File: config.mk
export PLATFORM = sky130hd
export DESIGN_NAME = inst_fetch
export DESIGN_NICKNAME = d
export VERILOG_FILES = /design/src/rtl/fetch_pkg.sv /design/src/rtl/fetch_buf.sv /design/src/rtl/inst_fetch.sv
export SDC_FILE = /design/constraint.sdc
export NUM_CORES = 1
export LEC_CHECK = 0
export ABC_AREA = 1
export BUFFER_PORTS_ARGS = -buffer_cell sky130_fd_sc_hd__clkbuf_2
export CAP_MARGIN = 20
export CORE_MARGIN = 4
export CORE_UTILIZATION = 40
export CTS_BUF_LIST = sky130_fd_sc_hd__clkbuf_2
export CTS_CLUSTER_DIAMETER = 100
export DETAILED_ROUTE_END_ITERATION = 8
export SYNTH_ARGS = -nofsm -noshare
export SYNTH_HDL_FRONTEND = slang
export SYNTH_SLANG_ARGS = --single-unit
File: constraint.sdc
create_clock -name clk_i -period 6.9 [get_ports clk_i]
set_clock_uncertainty 0.2 [all_clocks]
set_input_delay 1.035 -clock clk_i [delete_from_list [all_inputs] [get_ports clk_i]]
set_output_delay 1.035 -clock clk_i [all_outputs]
set_load 0.02 [all_outputs]
File: src/rtl/fetch_pkg.sv
// Shared fetch-stage types and constants.
package fetch_pkg;

    typedef enum logic {
        RUN  = 1'b0,
        HALT = 1'b1
    } fetch_state_e;

    localparam logic [31:0] FETCH_RESET_PC = 32'h0000_0000;

endpackage

File: src/rtl/fetch_buf.sv
// Two-entry in-order FIFO between instruction memory and decode.
module fetch_buf #(
    parameter int unsigned W = 64
) (
    input  logic         clk_i,
    input  logic         rst_i,
    input  logic         flush_i,
    input  logic         push_i,
    input  logic [W-1:0] data_i,
    input  logic         pop_i,
    output logic         valid_o,
    output logic [W-1:0] data_o,
    output logic [1:0]   count_o
);

    logic [W-1:0] mem_q [2];
    logic         rd_q;
    logic         wr_q;
    logic [1:0]   cnt_q;
    logic         do_pop;
    logic         do_push;

    assign do_pop  = pop_i && (cnt_q != 2'd0);
    assign do_push = push_i && ((cnt_q != 2'd2) || do_pop);

    always_ff @(posedge clk_i) begin
        if (rst_i) begin
            mem_q[0] <= '0;
            mem_q[1] <= '0;
            rd_q     <= 1'b0;
            wr_q     <= 1'b0;
            cnt_q    <= 2'd0;
        end else if (flush_i) begin
            rd_q  <= 1'b0;
            wr_q  <= 1'b0;
            cnt_q <= 2'd0;
        end else begin
            if (do_push) begin
                mem_q[wr_q] <= data_i;
                wr_q        <= ~wr_q;
            end
            if (do_pop) begin
                rd_q <= ~rd_q;
            end
            cnt_q <= cnt_q + {1'b0, do_push} - {1'b0, do_pop};
        end
    end

    assign valid_o = (cnt_q != 2'd0);
    assign data_o  = mem_q[rd_q];
    assign count_o = cnt_q;

endmodule

File: src/rtl/inst_fetch.sv
// Instruction fetch stage: PC sequencing, imem requests, response buffering.
// Optional INST_FETCH_MISALIGN_EN halts on misaligned redirect targets.
module inst_fetch
    import fetch_pkg::*;
#(
    parameter int unsigned     XLEN     = 32,
    parameter logic [XLEN-1:0] RESET_PC = XLEN'(FETCH_RESET_PC)
) (
    input  logic            clk_i,
    input  logic            rst_i,
    input  logic            redirect_i,
    input  logic [XLEN-1:0] redirect_pc_i,
    output logic            imem_req_o,
    output logic [XLEN-1:0] imem_addr_o,
    input  logic            imem_gnt_i,
    input  logic            imem_rvalid_i,
    input  logic [31:0]     imem_rdata_i,
    output logic            inst_valid_o,
    output logic [31:0]     inst_data_o,
    output logic [XLEN-1:0] inst_pc_o,
    input  logic            inst_ready_i
`ifdef INST_FETCH_MISALIGN_EN
    ,
    output logic            misalign_o
`endif
);

    localparam int unsigned EW = XLEN + 32;

    fetch_state_e    state_q, state_d;
    logic [XLEN-1:0] fetch_pc_q, fetch_pc_d;
    logic [XLEN-1:0] resp_pc_q, resp_pc_d;
    logic [1:0]      outst_q, outst_d;
    logic [1:0]      drop_q, drop_d;
    logic [XLEN-1:0] target;
    logic            bad_target;
    logic            pop;
    logic            granted;
    logic [2:0]      live;
    logic [2:0]      inflight;
    logic [2:0]      lost;
    logic            buf_push;
    logic            buf_valid;
    logic [1:0]      buf_count;
    logic [EW-1:0]   buf_head;

`ifdef INST_FETCH_MISALIGN_EN
    logic misalign_q, misalign_d;
    assign target     = redirect_pc_i;
    assign bad_target = |redirect_pc_i[1:0];
    assign misalign_o = misalign_q;
`else
    assign target     = {redirect_pc_i[XLEN-1:2], 2'b00};
    assign bad_target = 1'b0;
`endif

    assign pop      = buf_valid && inst_ready_i && !redirect_i;
    assign live     = {1'b0, outst_q} + {1'b0, buf_count} - {2'b00, pop};
    assign inflight = {1'b0, outst_q} + {1'b0, drop_q};
    // Doomed responses still occupy the 2-bit drop counter, so total is capped at 3.
    assign imem_req_o = !rst_i && (state_q == RUN) && !redirect_i
                        && (live < 3'd2) && (inflight < 3'd3);
    assign granted     = imem_req_o && imem_gnt_i;
    assign imem_addr_o = fetch_pc_q;

    always_comb begin
        state_d    = state_q;
        fetch_pc_d = fetch_pc_q;
        resp_pc_d  = resp_pc_q;
        outst_d    = outst_q;
        drop_d     = drop_q;
        buf_push   = 1'b0;
        lost       = {1'b0, drop_q} + {1'b0, outst_q}
                     + {2'b00, imem_gnt_i} - {2'b00, imem_rvalid_i};
`ifdef INST_FETCH_MISALIGN_EN
        misalign_d = misalign_q;
`endif
        if (redirect_i) begin
            // Everything still in flight, including a racing grant, is discarded.
            drop_d     = (lost > 3'd3) ? 2'd3 : lost[1:0];
            outst_d    = 2'd0;
            fetch_pc_d = target;
            resp_pc_d  = target;
            if (bad_target) begin
                state_d = HALT;
`ifdef INST_FETCH_MISALIGN_EN
                misalign_d = 1'b1;
`endif
            end
        end else begin
            if (imem_rvalid_i) begin
                if (drop_q != 2'd0) begin
                    drop_d = drop_q - 2'd1;
                end else begin
                    buf_push  = 1'b1;
                    resp_pc_d = resp_pc_q + XLEN'(4);
                    outst_d   = outst_q - 2'd1;
                end
            end
            if (granted) begin
                fetch_pc_d = fetch_pc_q + XLEN'(4);
                outst_d    = outst_d + 2'd1;
            end
        end
    end

    always_ff @(posedge clk_i) begin
        if (rst_i) begin
            state_q    <= RUN;
            fetch_pc_q <= RESET_PC;
            resp_pc_q  <= RESET_PC;
            outst_q    <= 2'd0;
            drop_q     <= 2'd0;
        end else begin
            state_q    <= state_d;
            fetch_pc_q <= fetch_pc_d;
            resp_pc_q  <= resp_pc_d;
            outst_q    <= outst_d;
            drop_q     <= drop_d;
        end
    end

`ifdef INST_FETCH_MISALIGN_EN
    always_ff @(posedge clk_i) begin
        if (rst_i) begin
            misalign_q <= 1'b0;
        end else begin
            misalign_q <= misalign_d;
        end
    end
`endif

    fetch_buf #(
        .W(EW)
    ) u_buf (
        .clk_i   (clk_i),
        .rst_i   (rst_i),
        .flush_i (redirect_i),
        .push_i  (buf_push),
        .data_i  ({resp_pc_q, imem_rdata_i}),
        .pop_i   (pop),
        .valid_o (buf_valid),
        .data_o  (buf_head),
        .count_o (buf_count)
    );

    assign inst_valid_o = buf_valid;
    assign inst_pc_o    = buf_head[EW-1:32];
    assign inst_data_o  = buf_head[31:0];

endmodule

==> key figures, run 1 <==
Outcome
  • Status: completed

Floorplan
  • Core box area: 24400 sq um
  • # IOs: 168
  • Die ar.: 27500 sq um
  • Chip width: 166 um
  • Effective utilization at floorplan: 0.409
  • Num rows: 57
  • Die height: 166 um

Drt
  • Vias per cell: 4.86
  • First-pass DRT Iterations: 7
  • DR WL met3: 1.50 mm
  • Residual DRC: 0
  • Iteration-0 DRC Markers: 561
  • Top Metal Used: met4
  • WL/cell: 15.2 um
  • Via count: 8079
  • WL final: 25.3 mm
  • Post-DRT Antenna Nets: 0
  • Met1 WL: 12.1 mm
  • Met2 Routed Length: 11.5 mm

Pwr
  • Net switching power: 0.767 mW
  • Switch share: 0.329
  • Power Dens Cells: 207 nW/um^2
  • Sequential power share: 0.578
  • Peak supply drop: 0.114 mV
  • Leak Pwr: 4.80 nW
  • Pwr Total: 2.33 mW
  • Clk pwr share: 0.250
  • Comb power frac: 0.172
  • Internal Power: 1.56 mW

Timing
  • Final setup vio count: 0
  • Fin Setup TNS: 0 ns
  • Max Fclk: 212 MHz
  • Worst-Margin Slew: 0.969 ns
  • Max_slew headroom: 0.352
  • Hold Vio Cnt, Final: 0
  • RSZ-0062 raised after global routing: false
  • Final min period: 4.71 ns
  • Period utilisation layout: 0.682
  • Final Hold Slack: 0.316 ns
  • Max-slew violations: 0

Cells and area
  • Number of nets in the layout: 1408
  • Reg area: 5110 sq um
  • Layout area overhead: 12.8%
  • Area of the multi-input gates: 4050 sq um
  • Fillers: 2470
  • Final Non-Filler Cells: 1662
  • Share of cells above drive strength 1: 0.208

GRT
  • Vias in the first global route: 7766
  • Initial antenna violation count: 1
  • All-Layer GR Usage: 0.183
  • First-pass GRT wire length: 41.0 mm
  • Overflow after GRT: 0
  • Largest net degree at the start of global routing: 63

Worst setup path
  • Worst endpoint required time: 5.66 ns
  • FF-to-FF path depth: 13
  • R2r setup slk: 3.26 ns
  • CP arrival: 3.47 ns
  • CP endpoint kind: output port
  • Reg-to-reg startpoint: u_buf.count_o[1]
  • Crit start category: input pin
  • FF-to-FF End: imem_addr_o[5]
  • CP max FO: 22
  • Critical path launch point: redirect_i
  • Kind of critical path: in -> out

Logic synthesis
  • Most numerous cell in the Yosys netlist: nand2_1
  • Ys async rst share: 0
  • YS warnings: 0
  • Most instantiated cells after synthesis: nand2_1 (252), nor2_1 (233), inv_1 (148), edfxtp_1 (124), nand3_1 (71)
  • Largest area contributor in the netlist: edfxtp_1
  • Synthesis-stage register bit count: 193
  • Sequential element share of the synthesized area: 0.512
  • Area contributors post-synth: edfxtp_1 (37%), dfxtp_1 (14%), nand2_1 (9.5%)
  • Post-synth top flop: edfxtp_1
  • Post-Synthesis Cells: 1180
  • Post-synth EDFFs: 124
  • Post-Syn Area: 9970 sq um
  • Post-Syn Area per Cell: 8.45 sq um
  • Top-area cell type share of the netlist area: 0.374
  • Synth cell types: 35

Worst hold path
  • Hold crit path type: reg -> reg
  • WHS Path Cells: 2
  • Hold Path End: drop_q[0]
  • Hold Path Origin: drop_q[0]

Placed design
  • Placed cells: 1629
  • GPL Wtd Cong: 0.899
  • Buffers on Ports: 161
  • Post-DP HPWL: 17.7 mm

Clock network
  • Worst skew pair latency: 0.74 ns
  • CTS tree: yes
  • Worst-case clock buffer depth: 2
  • Clock slew seen by the registers of the worst setup and hold paths: 0.31 ns
  • Clk sinks: 193
  • CTS buffer count: 17
  • Cts hold-fix bufs: 0
  • Post-CTS setup buffer count: 0
  • H-tree depth: 4
  • Post-cts sizing count: 0
  • Clock root buffer: clkbuf_2

Job
  • Max-cap viol count: 0
==> final cells by class <==
type	count	share of cell area
flip-flops and latches	193	0.454
multi-input cells	794	0.360
repair buffers	168	0.0763
inverters	150	0.0501
well taps	324	0.0361
clock inverters	15	0.0152
clock buffers	17	0.00757
diodes	1	0.000223
==> stage by stage <==
step	util	setup slack, ns	cell area, sq um
global route	0.461	2.05	11200
detailed placement	0.450	2.02	11000
finish	0.461	2.19	11200
CTS	0.461	2.17	11200
global placement	0.450	2.06	11000
floorplan	-	2.97	9980
==> power groups by stage <==
stage / logic, mW / clock network, mW / registers, mW
after floorplan: 0.272 / 0 / 1.37
after global placement: 0.400 / 0 / 1.37
after detailed placement: 0.404 / 0 / 1.37
after CTS: 0.407 / 0.600 / 1.35
after global routing: 0.452 / 0.657 / 1.36
final: 0.401 / 0.583 / 1.35
==> state kept, by name, summed over array words and instances, names as in the netlist, named ones only <==
register and flops:
imem_addr_o 30, outst_q 2, u_buf.count_o 2, u_buf.rd_q 1
u_buf.wr_q 1, resp_pc_q 30, u_buf.mem_q 124, drop_q 2
==> critical path, stage by stage <==
cell and delay (ns):
clkbuf_2 0.09, inv_1 0.66, nand2_2 0.18, inv_1 0.09, ha_1 0.21, or2_2 0.30, fa_1 0.49, nand3_1 0.12
nor2_4 0.11, clkbuf_2 0.17
==> worst max path at each step <==
stage          slack (ns)                end  depth (start not counted)
2_1_floorplan        2.97  u_buf.mem_q[0][0]                          8
5_1_grt              2.05         imem_req_o                         11
3_3_place_gp         2.06         outst_q[1]                         14
6_report             2.19         imem_req_o                         10
4_1_cts              2.17         imem_req_o                         10
3_5_place_dp         2.02     imem_addr_o[5]                         15
==> cells by family after synthesis <==
logic type,count (synthesis),synth area share
XOR/XNOR,14,0.0123
multiplexers,62,0.0700
adder cells (fa/ha/maj),14,0.0198
AND/OR/NAND/NOR,587,0.241
buffers and inverters,196,0.0831
flip-flops,193,0.512
other,1,0.000376
AO/OA/AOI/OAI,113,0.0614
==> layer usage <==
metal | up-vias | track usage
met1 | 3725 | 0.264
met5 | - | 0
met2 | 245 | 0.293
li1 | 4096 | -
met4 | 0 | 0.0294
met3 | 13 | 0.0355
==> cell usage in the layout, fill, tap and decap left out, types with 8 or more instances in the layout <==
cell	Yosys	routed
a21oi_1	55	55
a31oi_1	10	10
clkbuf_2	0	178
dfxtp_1	69	68
edfxtp_1	124	124
ha_1	11	11
inv_1	148	148
mux2_2	62	62
nand2_1	252	250
nand3_1	71	71
nand3b_1	8	8
nor2_1	233	233
o21ai_0	40	40
Power figures use the tool's default switching activity.
==> run 2, diff against run 1 <==
Clock period 6.9 ns to 3.91 ns, I/O delays scaled along.
==> key figures, run 2 (synthesis results as in run 1) <==
Drt
  • WL/cell: 14.9 um (-2.1%)
  • Residual DRC: 0 (unchanged)
  • WL final: 25.9 mm (+2.4%)
  • Vias per cell: 4.86 (about the same)
  • Post-DRT Antenna Nets: 0 (unchanged)
  • Via count: 8460 (+4.7%)
  • First-pass DRT Iterations: 5 (-2)
  • Iteration-0 DRC Markers: 611 (+8.9%)

Floorplan
  • Die height: 166 um (unchanged)
  • Die ar.: 27500 sq um (unchanged)
  • Effective utilization at floorplan: 0.409 (unchanged)
  • Num rows: 57 (unchanged)
  • Core box area: 24400 sq um (unchanged)
  • Chip width: 166 um (unchanged)
  • # IOs: 168 (unchanged)

Cells and area
  • Number of nets in the layout: 1486 (+5.5%)
  • Most frequent cells in the layout: nand2_1 (250), nor2_1 (233), clkbuf_2 (177), inv_1 (148), edfxtp_1 (124)
  • Most common cell after layout, fill and taps aside: nand2_1
  • Max reg flops: 124 (unchanged)
  • Largest reg by FF count: u_buf.mem_q
  • Fillers: 2422 (-1.9%)
  • Share of cells above drive strength 1: 0.203 (-0.00496)
  • Final Non-Filler Cells: 1739 (+4.6%)
  • Layout area overhead: 20.6%
  • Reg area: 5110 sq um (about the same)
  • Area of the multi-input gates: 4060 sq um (+0.19%)

Job
  • Max-cap viol count: 0 (unchanged)

Timing
  • Max-slew violations: 0 (unchanged)
  • Fin Setup TNS: 0 ns (unchanged)
  • Period utilisation layout: 0.953
  • Final min period: 3.73 ns
  • Max_slew headroom: 0.510 (+0.158)
  • Worst Setup Slack, final: 0.184 ns (-2.01 ns)
  • Final setup vio count: 0 (unchanged)
  • Max Fclk: 268 MHz
  • Worst-Margin Slew: 0.733 ns (-0.235 ns)
  • Final Hold Slack: 0.177 ns (-0.140 ns)
  • Hold Vio Cnt, Final: 0 (unchanged)

Placed design
  • Buffers on Ports: 161 (unchanged)
  • Worst slack, placed: 0.515 ns (-1.50 ns)
  • GPL Wtd Cong: 0.894 (-0.54%)
  • Placed cells: 1633 (+0.25%)
  • Post-DP HPWL: 17.7 mm (about the same)

Pwr
  • Leak Pwr: 5.15 nW (+7.2%)
  • Peak supply drop: 0.168 mV (+48%)
  • Power Dens Cells: 345 nW/um^2 (+67%)

GRT
  • First-pass GRT wire length: 41.9 mm (+2.4%)
  • Largest net degree at the start of global routing: 63 (unchanged)
  • Vias in the first global route: 7988 (+2.9%)
  • Initial antenna violation count: 1 (unchanged)
  • Overflow after GRT: 0 (unchanged)
  • All-Layer GR Usage: 0.187 (+0.00409)

Worst hold path
  • Hold crit path type: in -> reg
  • WHS Path Cells: 4 (+2)
  • Hold Path End: resp_pc_q[12]
  • Hold Path Origin: redirect_i

Clock network
  • Clock root buffer: clkbuf_2
  • Clk sinks: 193 (unchanged)
  • CTS tree: yes
  • Worst skew pair latency: 0.77 ns (+0.03 ns)
  • Clock slew seen by the registers of the worst setup and hold paths: 0.29 ns (-0.02 ns)
  • CTS buffer count: 17 (unchanged)
  • H-tree depth: 4 (unchanged)
  • Worst-case clock buffer depth: 2 (unchanged)

Outcome
  • Status: completed

Worst setup path
  • CP arrival: 2.94 ns (-0.53 ns)
  • Reg-to-reg startpoint: u_buf.count_o[1]
  • Crit start category: register
  • FF-to-FF path depth: 14 (+1)
  • Worst endpoint required time: 3.12 ns (-2.54 ns)
  • Kind of critical path: reg -> out
  • CP max FO: 3 (-86%)
  • CP endpoint kind: output port
  • FF-to-FF End: imem_addr_o[29]
  • R2r setup slk: 0.20 ns (-3.06 ns)
==> run 2: power breakdown <==
part / switching (mW) / internal [mW]
Clock: 0.740 / 0.254
Sequential: 0.0812 / 2.29
Combinational: 0.488 / 0.295
==> run 2: area by class of cell <==
type / count / area share
clock inverters: 14 / 0.0120
well taps: 324 / 0.0337
flip-flops and latches: 193 / 0.425
inverters: 150 / 0.0468
repair buffers: 246 / 0.138
multi-input cells: 794 / 0.338
clock buffers: 17 / 0.00708
diodes: 1 / 0.000208
==> run 2: metal layers <==
layer,track usage,vias up,wire (um)
met2,0.296,281,11700
li1,-,4247,-
met3,0.0395,24,1540
met1,0.266,3908,12300
met4,0.0416,0,388
met5,0,-,0
==> run 2: per-stage QoR <==
| step | total power [mW] | cell area, sq um | util |
|---|---|---|---|
| final | 4.15 | 12000 | 0.493 |
| after global routing | 4.39 | 12000 | 0.493 |
| after CTS | 4.19 | 12000 | 0.491 |
| after detailed placement | 3.14 | 11000 | 0.453 |
| after global placement | 3.13 | 11000 | 0.453 |
| after floorplan | 2.90 | 9980 | - |
==> run 2: worst max-delay path by stage <==
stage	slack, ns	endpoint	startpoint
finish	0.18	imem_req_o	u_buf.count_o[1]
global route	-0.02	imem_req_o	u_buf.count_o[1]
CTS	0.005	imem_req_o	u_buf.count_o[1]
detailed placement	0.51	imem_addr_o[5]	inst_ready_i
global placement	0.53	outst_q[1]	inst_ready_i
floorplan	0.43	u_buf.mem_q[0][0]	imem_rvalid_i
==> run 2: critical path, cell delays in order, from the launching register on <==
cell and delay, ns:
dfxtp_4 0.41, o21a_1 0.18, nand2_2 0.08, inv_1 0.04, ha_1 0.25, or2_2 0.30, fa_2 0.54, nand3_2 0.10
nor2_4 0.14, buf_6 0.13
==> run 2: what timing repair did <==
| action | CTS | global route |
|---|---|---|
| resized for setup | 0 | 7 |
| endpoints found under the hold margin | 131 | 0 |
| buffers inserted | 0 | 3 |
| setup endpoints to repair | 0 | 4 |
| hold buffers | 71 | 0 |
